`src/rtl/cuckoo_chime_ctrl_pkg.sv`:
```
// Shared definitions for the cuckoo chime sequencer: FSM states, time limits,
// time-of-day payload and the 12 h hour-advance helper.
package cuckoo_chime_ctrl_pkg;

   localparam int unsigned HOUR_W   = 4;
   localparam int unsigned MIN_W    = 6;
   localparam int unsigned SEC_W    = 6;
   localparam int unsigned CALLS_W  = 4;

   localparam int unsigned HOUR_MAX = 12;
   localparam int unsigned MIN_MAX  = 59;
   localparam int unsigned SEC_MAX  = 59;
   localparam int unsigned HALF_MIN = 30;

   typedef enum logic [1:0] {
      ST_IDLE = 2'd0,
      ST_CALL = 2'd1,
      ST_HOLD = 2'd2,
      ST_GAP  = 2'd3
   } chime_state_e;

   typedef struct packed {
      logic [HOUR_W-1:0] hour;
      logic [MIN_W-1:0]  min;
      logic [SEC_W-1:0]  sec;
   } hms_t;

   // 12 h dial without AM/PM: 12 -> 1, otherwise +1
   function automatic logic [HOUR_W-1:0] next_hour(input logic [HOUR_W-1:0] h);
      return (h == HOUR_W'(HOUR_MAX)) ? HOUR_W'(1) : h + HOUR_W'(1);
   endfunction

endpackage

```
`src/rtl/cuckoo_chime_ctrl_tick_edge.sv`:
```
// Registers the 1 s square wave twice and emits a one-cycle pulse on each
// rising edge. Shared by every block that consumes the 1 s wave.
module cuckoo_chime_ctrl_tick_edge (
   input  logic clk_i,
   input  logic rst_i,
   input  logic tick_i,
   output logic rise_c
);

   logic tick_q;
   logic tick_q2;

   // two-stage history of the tick wave
   always_ff @(negedge clk_i or posedge rst_i) begin
      if (rst_i) begin
         tick_q  <= 1'b0;
         tick_q2 <= 1'b0;
      end else begin
         tick_q  <= tick_i;
         tick_q2 <= tick_q;
      end
   end

   assign rise_c = tick_q & ~tick_q2;

endmodule

```
`src/rtl/cuckoo_chime_ctrl.sv`:
```
// Cuckoo chime sequencer: keeps 12 h time from 1 s ticks and at each top of
// hour runs one bird call per hour (extend bird, request sound, hold, retract).
// Optional feature macro: HALF_HOUR_CHIME_EN adds a single call at hh:30:00.
// All logic runs on the falling edge of sysclk.
module cuckoo_chime_ctrl
   import cuckoo_chime_ctrl_pkg::*;
#(
   parameter int unsigned OUT_TICKS   = 2,
   parameter int unsigned GAP_TICKS   = 1,
   parameter int unsigned ACK_TIMEOUT = 1000000
) (
   input  logic              sysclk,
   input  logic              reset,
   input  logic              tick_in,
   input  logic              set_en,
   input  logic [HOUR_W-1:0] set_hour,
   input  logic [MIN_W-1:0]  set_min,
   input  logic              snd_ack,
   output logic [HOUR_W-1:0] hour,
   output logic [MIN_W-1:0]  min,
   output logic [SEC_W-1:0]  sec,
   output logic              bird_out,
   output logic              snd_req,
   output logic              chime_busy
);

   localparam int unsigned TMAX   = (OUT_TICKS > GAP_TICKS) ? OUT_TICKS : GAP_TICKS;
   localparam int unsigned TCNT_W = $clog2(TMAX + 1);
   localparam int unsigned TO_W   = $clog2(ACK_TIMEOUT + 1);

   logic               rise_c;
   logic               set_ok_c;
   logic               trig_c;
   logic [CALLS_W-1:0] trig_calls_c;
   hms_t               time_q;
   hms_t               time_d;
   chime_state_e       state_q;
   logic [TCNT_W-1:0]  tcnt_q;
   logic [TO_W-1:0]    tocnt_q;
   logic [CALLS_W-1:0] calls_left_q;

   cuckoo_chime_ctrl_tick_edge u_tick_edge (
      .clk_i  (sysclk),
      .rst_i  (reset),
      .tick_i (tick_in),
      .rise_c (rise_c)
   );

   // next time-of-day and chime trigger; a valid set wins over a same-cycle tick
   always_comb begin
      time_d       = time_q;
      trig_c       = 1'b0;
      trig_calls_c = '0;
      set_ok_c     = set_en && (set_hour >= HOUR_W'(1)) && (set_hour <= HOUR_W'(HOUR_MAX))
                     && (set_min <= MIN_W'(MIN_MAX));
      if (set_ok_c) begin
         time_d.hour = set_hour;
         time_d.min  = set_min;
         time_d.sec  = '0;
      end else if (rise_c) begin
         if (time_q.sec == SEC_W'(SEC_MAX)) begin
            time_d.sec = '0;
            if (time_q.min == MIN_W'(MIN_MAX)) begin
               time_d.min   = '0;
               time_d.hour  = next_hour(time_q.hour);
               trig_c       = 1'b1;
               trig_calls_c = next_hour(time_q.hour);
            end else begin
               time_d.min = time_q.min + MIN_W'(1);
`ifdef HALF_HOUR_CHIME_EN
               if (time_q.min == MIN_W'(HALF_MIN - 1)) begin
                  trig_c       = 1'b1;
                  trig_calls_c = CALLS_W'(1);
               end
`endif
            end
         end else begin
            time_d.sec = time_q.sec + SEC_W'(1);
         end
      end
   end

   // time-of-day register, resets to 12:00:00
   always_ff @(negedge sysclk or posedge reset) begin
      if (reset) begin
         time_q.hour <= HOUR_W'(HOUR_MAX);
         time_q.min  <= '0;
         time_q.sec  <= '0;
      end else begin
         time_q <= time_d;
      end
   end

   // chime sequencer with registered actuator/sound outputs
   always_ff @(negedge sysclk or posedge reset) begin
      if (reset) begin
         state_q      <= ST_IDLE;
         tcnt_q       <= '0;
         tocnt_q      <= '0;
         calls_left_q <= '0;
         bird_out     <= 1'b0;
         snd_req      <= 1'b0;
         chime_busy   <= 1'b0;
      end else if (set_ok_c) begin
         state_q      <= ST_IDLE;
         tcnt_q       <= '0;
         tocnt_q      <= '0;
         calls_left_q <= '0;
         bird_out     <= 1'b0;
         snd_req      <= 1'b0;
         chime_busy   <= 1'b0;
      end else begin
         unique case (state_q)
            ST_IDLE: begin
               if (trig_c) begin
                  state_q      <= ST_CALL;
                  calls_left_q <= trig_calls_c;
                  tocnt_q      <= '0;
                  bird_out     <= 1'b1;
                  snd_req      <= 1'b1;
                  chime_busy   <= 1'b1;
               end
            end
            ST_CALL: begin
               if (snd_ack || (tocnt_q == TO_W'(ACK_TIMEOUT - 1))) begin
                  state_q <= ST_HOLD;
                  tcnt_q  <= '0;
                  snd_req <= 1'b0;
               end else begin
                  tocnt_q <= tocnt_q + TO_W'(1);
               end
            end
            ST_HOLD: begin
               if (rise_c) begin
                  if (tcnt_q == TCNT_W'(OUT_TICKS - 1)) begin
                     state_q      <= ST_GAP;
                     tcnt_q       <= '0;
                     calls_left_q <= calls_left_q - CALLS_W'(1);
                     bird_out     <= 1'b0;
                  end else begin
                     tcnt_q <= tcnt_q + TCNT_W'(1);
                  end
               end
            end
            ST_GAP: begin
               if (rise_c) begin
                  if (tcnt_q == TCNT_W'(GAP_TICKS - 1)) begin
                     tcnt_q <= '0;
                     if (calls_left_q != CALLS_W'(0)) begin
                        state_q  <= ST_CALL;
                        tocnt_q  <= '0;
                        bird_out <= 1'b1;
                        snd_req  <= 1'b1;
                     end else begin
                        state_q    <= ST_IDLE;
                        chime_busy <= 1'b0;
                     end
                  end else begin
                     tcnt_q <= tcnt_q + TCNT_W'(1);
                  end
               end
            end
            default: state_q <= ST_IDLE;
         endcase
      end
   end

   assign hour = time_q.hour;
   assign min  = time_q.min;
   assign sec  = time_q.sec;

endmodule

```
`config.mk`:
```
export PLATFORM = sky130hd
export DESIGN_NAME = cuckoo_chime_ctrl
export DESIGN_NICKNAME = d
export VERILOG_FILES = /design/src/rtl/cuckoo_chime_ctrl_pkg.sv /design/src/rtl/cuckoo_chime_ctrl_tick_edge.sv /design/src/rtl/cuckoo_chime_ctrl.sv
export SDC_FILE = /design/constraint.sdc
export NUM_CORES = 1
export LEC_CHECK = 0
export BUFFER_PORTS_ARGS = -buffer_cell sky130_fd_sc_hd__buf_2
export CAP_MARGIN = 30
export CORE_MARGIN = 1
export CORE_UTILIZATION = 59
export DETAILED_ROUTE_END_ITERATION = 16
export PLACE_DENSITY = 0.8
export SYNTH_ARGS = -nofsm -noshare
export SYNTH_HDL_FRONTEND = slang
export SYNTH_SLANG_ARGS = --single-unit
```
`constraint.sdc`:
```
create_clock -name sysclk -period 3 [get_ports sysclk]
set_input_delay 0.3 -clock sysclk [delete_from_list [all_inputs] [get_ports sysclk]]
set_output_delay 0.3 -clock sysclk [all_outputs]
set_load 0.03 [all_outputs]
```
* Word-level counts from Yosys, hierarchy flattened *
Cells that the tools add are included.

operators by class
  bitwise logic cells = 2
  multiplexer cells = 58
  magnitude comparators = 3
  add/sub/neg operators = 6
  eq/ne operators = 17
  reduce and logical (&&, ||, !) cells = 24

operators by type and width
  cell                                           number
  2-to-1 mux 20 bit                              6
  case mux 20 bit (3 select lines)               1
  2-to-1 mux 4 bit                               9
  2-to-1 mux 16 bit                              2
  inequality test 3 bit, second input constant   9
  2-to-1 mux 2 bit                               13
  adder 20 x 1 -> 20 bit, second input constant  1
  == test 20 bit, second input constant          1
  2-to-1 mux 1 bit                               18
  AND reduction 6 bit                            3
  nonzero test 4 bit                             4
  adder 6 x 1 -> 6 bit, second input constant    2
  == test 6 bit, second input constant           2
  2-to-1 mux 6 bit                               2
  2-to-1 mux 10 bit                              1
  case mux 2 bit (4 select lines)                1
  case mux 4 bit (2 select lines)                1
  AND reduction 4 bit                            2
  AND reduction 7 bit                            1
  <= comparator 6 bit, second input constant     1
  case mux 1 bit (3 select lines)                2
  case mux 2 bit (3 select lines)                1
  nonzero test 2 bit                             3
  nonzero test 3 bit                             2
  17 further kinds                               22

storage, ports and cells
  flip-flop bits (word level) = 49
  input bits = 15

* Logic depth before layout (Yosys ltp) *
Gate-level depths: netlist of run 1.

  word-level depth = 8
  gate-level depth with buffers = 8

* Cells and area by module *
From an unflattened synthesis of run 1, not the netlist that was laid out.

second synthesis, totals
  cell total of the unflattened synthesis = 352
  area total of the unflattened synthesis = 3022.9 um^2

modules (own cells, without submodules)
  module                       instances  seq. area each (um^2)  area an instance (um^2)  cells each
  cuckoo_chime_ctrl            1          1178.6                 2955.3                   348
  cuckoo_chime_ctrl_tick_edge  1          50.0                   67.6                     4

==> results.sh, run 1 <==
export IMPL_status="complete, no violations"
export IMPL_die_area_um2=5656
export IMPL_synthTopCellsByArea="dfrtn_1 (37%), ha_1 (6.3%), nand2_1 (4.7%), o21ai_0 (4.6%), nor2_1 (3.4%)"
export IMPL_endpoint_kind="primary output"
export IMPL_slew_violations=0
export IMPL_cts_root_buf="clkbuf_8"
export IMPL_crit_buf_inv=1
export IMPL_cts_tree="done"
export IMPL_max_slew_margin_pct=65.52
export IMPL_drc=0
export IMPL_worst_pin_slew_ns=0.5130
export IMPL_crit_chain="buf_2"
export IMPL_synth_distinct_cells=62
export IMPL_port_buffers=33
export IMPL_stdcell_area_um2=3765
export IMPL_viasPerCell=6.079
export IMPL_clk_latency_ns=0.36
export IMPL_clkTransAtPathRegs_ns=0.06
export IMPL_antenna_found_initial=0
export IMPL_synth_warnings=0
export IMPL_num_rows=26
export IMPL_cp_top_family="flip-flops"
export IMPL_cp_startpoint="hour[2]"
export IMPL_grt_overflow=0
export IMPL_synth_edff_count=0
export IMPL_synth_top_area_share_pct=37.20
export IMPL_ys_seq_area_share_pct=38.86
export IMPL_crit_fanout=6
export IMPL_worstSetupPathType="flop to primary output"
export IMPL_internal_power_mw=1.356
export IMPL_syn_area_um2=3162
export IMPL_reg2reg_depth=7
export IMPL_ir_drop_mv=0.3819
export IMPL_clock_path_buffers=2
export IMPL_wire_per_inst_um=15.78
export IMPL_sequentialPowerShare_pct=37.7
export IMPL_async_flop_share_pct=100.0
export IMPL_crit_path_start_kind="flop"
export IMPL_synth_ff_type="dfrtn_1"
export IMPL_skew_ns=0.05327
export IMPL_yosysTopAreaCell="dfrtn_1"
export IMPL_swShare_pct=37.01
export IMPL_postSynthCellCount=353
export IMPL_place_congestion=0.8885
export IMPL_path_depth=1
export IMPL_synthTopCellsByCount="dfrtn_1 (47), nand2_1 (40), nor2_1 (29), o21ai_0 (29), a21oi_1 (20)"
export IMPL_power_mw=2.152
export IMPL_num_antenna_cells=0
export IMPL_boundaryPins=34
export IMPL_drive_gt1_share_pct=22.76
export IMPL_area_growth_pct=19.07
export IMPL_core_region_area_um2=5140
export IMPL_grt_pass1_wl_um=12090
export IMPL_numCtsBuffers=5
export IMPL_yosysMostFrequentCell="dfrtn_1"
export IMPL_initial_core_util_pct=61.51
export IMPL_leakage_nw=1.670
export IMPL_reg2reg_slack_ns=0.58
export IMPL_power_density_nw_per_um2=571.7
export IMPL_cts_sinks=49
export IMPL_hold_start="u_tick_edge.tick_q"
export IMPL_power_frac_clock_pct=25.1
export IMPL_ant_nets=0
export IMPL_rsz0062_at_grt="yes"
export IMPL_timing_rr_start="sec[0]"
export IMPL_synth_top_family_by_area="simple AND/OR/NAND/NOR gates"
export IMPL_setup_violations=0
export IMPL_hold_violations=0
export IMPL_cp_required_ns=2.70
export IMPL_r2r_end="calls_left_q[2]"
export IMPL_ys_seq_elements=49
export IMPL_hpwl_um=5720
export IMPL_drtPass1Iterations=5
export IMPL_h_tree_depth=2
export IMPL_first_global_vias=2689
export IMPL_arrival_ns=2.65
export IMPL_synthesis_nets=384
export IMPL_post_synth_fa_ha_maj_area_fraction_pct=6.332
export IMPL_hold_path_class="flop to flop"
export IMPL_slowest_stage="dfstp_2"
export IMPL_slowest_delay_ns=0.57
export IMPL_maxCapViolCount=0
export IMPL_yosys_area_share_simple_pct=26.24
export IMPL_totalWireLength_um=7624
export IMPL_synth_xor_area_share_pct=0.8310
export IMPL_crit_end="hour[2]"
export IMPL_initialDrtViolationCount=190
export IMPL_p_sw_uw=796.5
export IMPL_grtUsageTotal_pct=28.20
export IMPL_synth_compound_area_share_pct=24.77
export IMPL_p_comb_share_pct=37.2
export IMPL_via_count=2936
export IMPL_syn_avg_cell_area_um2=8.957
export IMPL_synthMuxAreaShare_pct=0.3166
export IMPL_die_h_um=75.21
export IMPL_final_util_pct=73.25
export IMPL_layout_nets=443
export IMPL_grt_max_degree=32
export IMPL_placed_area_um2=3616
export IMPL_die_x_um=75.21
-- worst min path at each step --
stage                           to  slack [ns]  depth (start not counted)
3_3_place_gp   u_tick_edge.tick_q2        0.38                          0
5_1_grt        u_tick_edge.tick_q2        0.39                          0
2_1_floorplan  u_tick_edge.tick_q2        0.35                          0
6_report       u_tick_edge.tick_q2        0.38                          0
3_5_place_dp   u_tick_edge.tick_q2        0.38                          0
4_1_cts        u_tick_edge.tick_q2        0.38                          0
-- area by class of cell --
type,instances,area (um^2)
tap,70,87.58
sequential,49,1229
clock buffer,7,97.59
clock inverter,3,37.54
multi-input combinational,283,1869
inverter,11,41.29
fill,424,1375
timing repair buffer,60,402.9
-- per-layer routing --
layer  track usage, %  vias up  share of wire (%)
met5                0        -                  0
met4            9.671        0                1.2
met3            4.150       10                3.6
met2            48.45       74                 50
met1            36.54     1426                 45
li1                 -     1426                  -
-- placed cells by master (no fill, tap or decap), types with 2 or more instances in the layout --
cell      count
nand2_1      39
nor3_1       10
a211oi_1      2
and4_1        3
o21ai_1      16
nor2b_1       3
nor2_1       29
o41ai_2       3
inv_1        12
buf_4        24
a32o_1        3
nand3b_1      5
or3_1         2
dfstp_2       2
nand2b_1      5
and4b_1       3
ha_1         16
o31ai_2       2
o21bai_1      4
a21oi_1      20
a31oi_1       9
a21o_1        3
buf_12        2
xor2_1        2
o21ai_0      26
dfrtn_1      47
nand2_2       2
buf_6         2
and3_1        4
nand3_1      17
a22oi_1       2
nand4_1       6
buf_2        32
o31ai_1       8
nor3b_1       4
a311oi_1      2
and2_1        5
a21oi_2       2
clkbuf_8      5
-- per-stage QoR --
| stage | std cells | worst slack, ns | TNS (ns) | hold WS, ns |
|---|---|---|---|---|
| after CTS | 482 | 0.04023 | 0 | 0.3787 |
| after global routing | 483 | -0.03272 | -0.1131 | 0.3895 |
| final | 483 | 0.05434 | 0 | 0.3840 |
| after floorplan | 353 | -0.04784 | -0.4398 | 0.3470 |
| after global placement | 473 | -0.2372 | -5.645 | 0.3793 |
| after detailed placement | 473 | -0.2889 | -6.744 | 0.3781 |
-- registers in the layout, summed over array words and instances, names as in the netlist --
signal / flops
hour: 4
tcnt_q: 2
state_q: 2
tocnt_q: 20
snd_req: 1
u_tick_edge.tick_q2: 1
chime_busy: 1
u_tick_edge.tick_q: 1
sec: 6
min: 6
calls_left_q: 4
bird_out: 1
-- power groups by stage --
stage | Combinational (mW) | Sequential [mW] | Clock (mW)
4_1_cts | 0.790 | 0.811 | 0.547
3_5_place_dp | 0.788 | 0.822 | 0.00626
5_1_grt | 0.891 | 0.822 | 0.572
6_report | 0.800 | 0.812 | 0.540
2_1_floorplan | 0.517 | 0.876 | 0.00626
3_3_place_gp | 0.766 | 0.818 | 0.00626
-- timing repair --
item                       in CTS  in global routing
setup buffers                   0                  1
hold buffers                    0                  0
setup endpoints to repair       0                 12
gates resized for setup         0                  6
-- logic make-up (layout without fill, tap and decap cells) --
| logic type | after synthesis | in the layout |
|---|---|---|
| multiplexers | 1 | 1 |
| AND/OR/NAND/NOR | 151 | 151 |
| AO/OA/AOI/OAI | 112 | 112 |
| buffers and inverters | 21 | 81 |
| XOR/XNOR | 3 | 3 |
| adder cells (fa/ha/maj) | 16 | 16 |
| flip-flops | 49 | 49 |
Note: power is estimated with default switching activity, not from simulation.
==> run 2, diff against run 1 <==
Settings changed: ABC_AREA set to 1, CORE_UTILIZATION 59 to 60, PLACE_DENSITY 0.8 to 0.81.
==> results.sh, run 2 <==
export IMPL_slew_violations=0
export IMPL_leakage_nw=2.080
export IMPL_power_density_nw_per_um2=633.0
export IMPL_ys_seq_area_share_pct=34.66
export IMPL_totalWireLength_um=8177
export IMPL_viasPerCell=5.358
export IMPL_ant_nets=0
export IMPL_setup_violations=0
export IMPL_worstSetupPathType="flop to primary output"
export IMPL_slowest_stage="dfstp_2"
export IMPL_crit_path_start_kind="flop"
export IMPL_slowest_delay_ns=0.56
export IMPL_cts_sinks=49
export IMPL_largest_register_ffs=20
export IMPL_core_region_area_um2=5608
export IMPL_postSynthCellCount=514
export IMPL_layout_nets=603
export IMPL_clkTransAtPathRegs_ns=0.07
export IMPL_hold_violations=0
export IMPL_regMostFlops="tocnt_q"
export IMPL_grt_overflow=0
export IMPL_dp_cells=636
export IMPL_num_rows=27
export IMPL_synth_ff_type="dfrtn_1"
export IMPL_first_global_vias=3216
export IMPL_skew_ns=0.06009
export IMPL_drtPass1Iterations=5
export IMPL_die_area_um2=6219
export IMPL_timing_rr_start="tocnt_q[0]"
export IMPL_async_flop_share_pct=100.0
export IMPL_wire_per_inst_um=12.68
export IMPL_arrival_ns=2.63
export IMPL_hpwl_um=6102
export IMPL_top_regs="tocnt_q: 20 flops, min: 6 flops, sec: 6 flops"
export IMPL_drc=0
export IMPL_wl_met3_um=381
export IMPL_initial_core_util_pct=63.21
export IMPL_synth_edff_count=0
export IMPL_clock_path_buffers=2
export IMPL_fin_cells=645
export IMPL_yosysTopAreaCell="dfrtn_1"
export IMPL_synthTopCellsByArea="dfrtn_1 (33%), nand2_1 (17%), nor2_1 (7.8%), nand3_1 (7.8%), ha_1 (5.6%)"
export IMPL_final_common_cell="nand2_1"
export IMPL_syn_area_um2=3545
export IMPL_via_count=3456
export IMPL_area_growth_pct=15.39
export IMPL_crit_fanout=5
export IMPL_crit_chain="buf_2"
export IMPL_wl_met2_um=3956
export IMPL_hold_path_class="flop to flop"
export IMPL_top_layer="met4"
export IMPL_cts_root_buf="clkbuf_8"
export IMPL_yosysMostFrequentCell="nand2_1"
export IMPL_cp_startpoint="hour[2]"
export IMPL_clk_latency_ns=0.36
export IMPL_synthTopCellsByCount="nand2_1 (165), nor2_1 (74), nand3_1 (55)"
export IMPL_h_tree_depth=2
export IMPL_stdcell_area_um2=4090
export IMPL_die_h_um=78.86
export IMPL_cp_required_ns=2.70
export IMPL_hold_buffers=0
export IMPL_numCtsBuffers=5
export IMPL_cp_top_family="flip-flops"
export IMPL_status="complete, no violations"
export IMPL_synth_top_area_share_pct=33.18
export IMPL_place_congestion=0.9285
export IMPL_synthesis_nets=545
export IMPL_cts_tree="done"
export IMPL_ys_seq_elements=49
export IMPL_grt_pass1_wl_um=14140
export IMPL_synth_warnings=0
export IMPL_post_cts_buffers=0
export IMPL_ir_drop_mv=0.4993
export IMPL_setup_tns_ns=0
export IMPL_crit_buf_inv=1
export IMPL_endpoint_kind="primary output"
export IMPL_max_slew_margin_pct=65.22
export IMPL_multi_input_area_um2=2029
export IMPL_fillCellCount=468
export IMPL_grt_max_degree=22
export IMPL_worst_pin_slew_ns=0.5163
export IMPL_drt_met1_wl_um=3709
export IMPL_layout_common_cells="nand2_1 (165), nor2_1 (73), nand3_1 (55), inv_1 (50), dfrtn_1 (47)"
export IMPL_placed_area_um2=3975
export IMPL_die_x_um=78.86
export IMPL_initialDrtViolationCount=161
export IMPL_hold_start="u_tick_edge.tick_q"
export IMPL_synth_distinct_cells=36
export IMPL_boundaryPins=34
export IMPL_grtUsageTotal_pct=28.46
export IMPL_timing_hold_ws_ns=0.3232
export IMPL_syn_avg_cell_area_um2=6.896
export IMPL_maxCapViolCount=0
export IMPL_port_buffers=33
export IMPL_num_antenna_cells=0
export IMPL_register_area_um2=1229
export IMPL_drive_gt1_share_pct=17.98
export IMPL_antenna_found_initial=0
[run 2: cell types whose count changed after synthesis, moves of 15 or more]
cell	before	now
inv_1	12	50
nor2_1	29	74
o21ai_0	29	13
nand3_1	17	55
nand2_1	40	165
a21oi_1	20	5
[run 2: layout make-up]
type | instances | area share (%)
repair buffers | 63 | 10.77
well taps | 72 | 2.203
flip-flops and latches | 49 | 30.04
inverters | 53 | 4.864
clock buffers | 5 | 1.682
multi-input cells | 398 | 49.62
clock inverters | 5 | 0.8259
[run 2: what timing repair did]
item / 4_1_cts / 5_1_grt
resized for setup: 0 / 3
endpoints found under the hold margin: 0 / 0
endpoints found under the setup margin: 0 / 32
[run 2: final timing paths]
check | to | slack, ns | cells past startpoint
worst max-delay path | hour[2] | 0.07 | 1
max in group asynchronous | sec[4] | 1.08 | 3
worst max register to register | state_q[0] | 0.88 | 10
worst min register to register | u_tick_edge.tick_q2 | 0.32 | 0
worst min-delay path | u_tick_edge.tick_q2 | 0.32 | 0
min in group asynchronous | hour[0] | 1.36 | 2
[run 2: kinds of logic (layout without fill, tap and decap cells)]
kind of cell | Yosys count | count (layout) | synth area share, %
DFF | 49 | 49 | 34.66
adders and majority gates | 16 | 16 | 5.648
buffers and inverters | 67 | 126 | 8.542
and+or+nand+nor | 327 | 327 | 40.42
xor gates and xnor gates | 17 | 17 | 4.200
AOI/OAI and AO/OA | 38 | 38 | 6.530
[run 2: per-layer routing]
layer	vias to the layer above	global-route usage (%)
met3	14	4.023
met2	130	49.30
met5	-	0
met4	0	10.18
li1	1742	-
met1	1570	36.11
[run 2: where the power goes]
| part | switching [mW] | total [mW] | leakage, nW | internal, mW |
|---|---|---|---|---|
| clock | 0.253 | 0.429 | 0.0598 | 0.175 |
| combinational | 0.830 | 1.28 | 1.37 | 0.454 |
| sequential | 0.104 | 0.877 | 0.648 | 0.773 |
[run 2: through the flow]
stage / total power, mW / util, % / setup slack [ns]
2_1_floorplan: 1.775 / - / 0.03117
3_5_place_dp: 2.151 / 70.88 / -0.2357
5_1_grt: 2.773 / 72.94 / -0.002400
6_report: 2.589 / 72.94 / 0.06714
3_3_place_gp: 2.118 / 70.88 / -0.1843
4_1_cts: 2.577 / 72.65 / 0.06170
==> run 3, diff against run 2 <==
Settings changed: CTS_BUF_LIST set to sky130_fd_sc_hd__clkbuf_16.
==> results.sh, run 3 (synthesized netlist as in run 2, its figures left out) <==
export IMPL_path_depth=1
export IMPL_multi_input_area_um2=2029
export IMPL_fillCellCount=459
export IMPL_regMostFlops="tocnt_q"
export IMPL_postLayoutSetupSlackWorst_ns=0.07056
export IMPL_grt_pass1_wl_um=14390
export IMPL_core_region_area_um2=5608
export IMPL_maxCapViolCount=0
export IMPL_hold_path_class="flop to flop"
export IMPL_hold_violations=0
export IMPL_die_h_um=78.86
export IMPL_cts_sinks=49
export IMPL_setup_violations=0
export IMPL_leakage_nw=2.110
export IMPL_top_regs="tocnt_q: 20 flops, min: 6 flops, sec: 6 flops"
export IMPL_stdcell_area_um2=4156
export IMPL_layout_nets=604
export IMPL_totalWireLength_um=8370
export IMPL_viasPerCell=5.373
export IMPL_r2r_end="state_q[0]"
export IMPL_cts_tree="done"
export IMPL_clkTransAtPathRegs_ns=0.05
export IMPL_reg2reg_slack_ns=0.87
export IMPL_drive_gt1_share_pct=18.12
export IMPL_ant_nets=0
export IMPL_port_buffers=33
export IMPL_cp_required_ns=2.70
export IMPL_crit_chain="buf_2"
export IMPL_largest_register_ffs=20
export IMPL_h_tree_depth=2
export IMPL_hold_buffers=0
export IMPL_die_area_um2=6219
export IMPL_ir_drop_mv=0.5142
export IMPL_antenna_found_initial=0
export IMPL_clk_latency_ns=0.36
export IMPL_setup_tns_ns=0
export IMPL_wire_per_inst_um=12.96
export IMPL_arrival_ns=2.63
export IMPL_grt_overflow=0
export IMPL_area_growth_pct=17.26
export IMPL_rsz0062_at_grt="no"
export IMPL_grt_max_degree=22
export IMPL_slowest_delay_ns=0.56
export IMPL_hpwl_um=6102
export IMPL_skew_ns=0.05380
export IMPL_clock_path_buffers=2
export IMPL_hold_start="u_tick_edge.tick_q"
export IMPL_final_common_cell="nand2_1"
export IMPL_drc=0
export IMPL_num_rows=27
export IMPL_num_antenna_cells=0
export IMPL_timing_rr_start="tocnt_q[0]"
export IMPL_initial_core_util_pct=63.21
export IMPL_worstSetupPathType="flop to primary output"
export IMPL_slowest_stage="dfstp_2"
export IMPL_numCtsBuffers=5
export IMPL_cp_top_family="flip-flops"
export IMPL_cts_root_buf="clkbuf_16"
export IMPL_worst_pin_slew_ns=0.5231
export IMPL_drtPass1Iterations=5
export IMPL_crit_path_start_kind="flop"
export IMPL_timing_hold_ws_ns=0.3209
export IMPL_grtUsageTotal_pct=28.90
export IMPL_register_area_um2=1229
export IMPL_crit_fanout=5
export IMPL_initialDrtViolationCount=209
export IMPL_dpl_worst_slack_ns=-0.2357
export IMPL_placed_area_um2=3975
export IMPL_crit_buf_inv=1
export IMPL_max_slew_margin_pct=64.76
export IMPL_die_x_um=78.86
export IMPL_min_to="u_tick_edge.tick_q2"
export IMPL_via_count=3471
export IMPL_layout_common_cells="nand2_1 (165), nor2_1 (73), nand3_1 (55), inv_1 (50), dfrtn_1 (47)"
export IMPL_hold_depth=0
export IMPL_power_density_nw_per_um2=664.5
export IMPL_boundaryPins=34
export IMPL_status="complete, no violations"
export IMPL_slew_violations=0
export IMPL_first_global_vias=3269
export IMPL_reg2reg_depth=10
export IMPL_endpoint_kind="primary output"
export IMPL_place_congestion=0.9285
[run 3: cell types whose count changed in the layout (fill, tap and decap cells not counted)]
cell,change
clkbuf_8,-5
buf_4,+1
inv_4,+1
clkbuf_16,+5
inv_2,-1
[run 3: routing by layer]
| layer | vias up | part of all wire, % | GRT usage, % |
|---|---|---|---|
| met4 | 0 | 1.6 | 9.091 |
| met1 | 1593 | 45 | 36.70 |
| met3 | 17 | 4.5 | 3.678 |
| met5 | - | 0 | 0 |
| met2 | 118 | 49 | 50.96 |
| li1 | 1743 | - | - |
[run 3: cell type report]
type                       instances  share of cell area (%)
sequential                        49                   29.56
timing repair buffer              64                   10.78
clock buffer                       5                   3.010
inverter                          53                   4.846
clock inverter                     5                  0.8128
tap                               72                   2.167
multi-input combinational        398                   48.83
[run 3: worst max-delay path by stage]
stage / startpoint / endpoint / slack, ns
3_3_place_gp: set_min[2] / tocnt_q[19] / -0.18
6_report: hour[2] / hour[2] / 0.07
3_5_place_dp: set_hour[0] / tocnt_q[13] / -0.24
2_1_floorplan: set_min[3] / hour[1] / 0.03
5_1_grt: set_hour[0] / calls_left_q[2] / 0.003
4_1_cts: hour[2] / hour[2] / 0.07
[run 3: metrics by stage]
| stage | power (mW) | std cells | util (%) |
|---|---|---|---|
| 2_1_floorplan | 1.775 | 514 | - |
| 3_3_place_gp | 2.118 | 636 | 70.88 |
| 3_5_place_dp | 2.151 | 636 | 70.88 |
| 4_1_cts | 2.747 | 645 | 73.65 |
| 5_1_grt | 2.939 | 646 | 74.12 |
| 6_report | 2.762 | 646 | 74.12 |
[run 3: timing repair]
| item | CTS | global route |
|---|---|---|
| buffers inserted | 0 | 1 |
| hold endpoints to repair | 0 | 0 |
| setup endpoints to repair | 0 | 32 |
| resized for setup | 0 | 4 |
[run 3: power breakdown]
group | leakage (nW) | internal, mW | switching (mW)
Combinational | 1.38 | 0.455 | 0.836
Sequential | 0.648 | 0.773 | 0.107
Clock | 0.0854 | 0.320 | 0.271
Total | 2.11 | 1.55 | 1.21
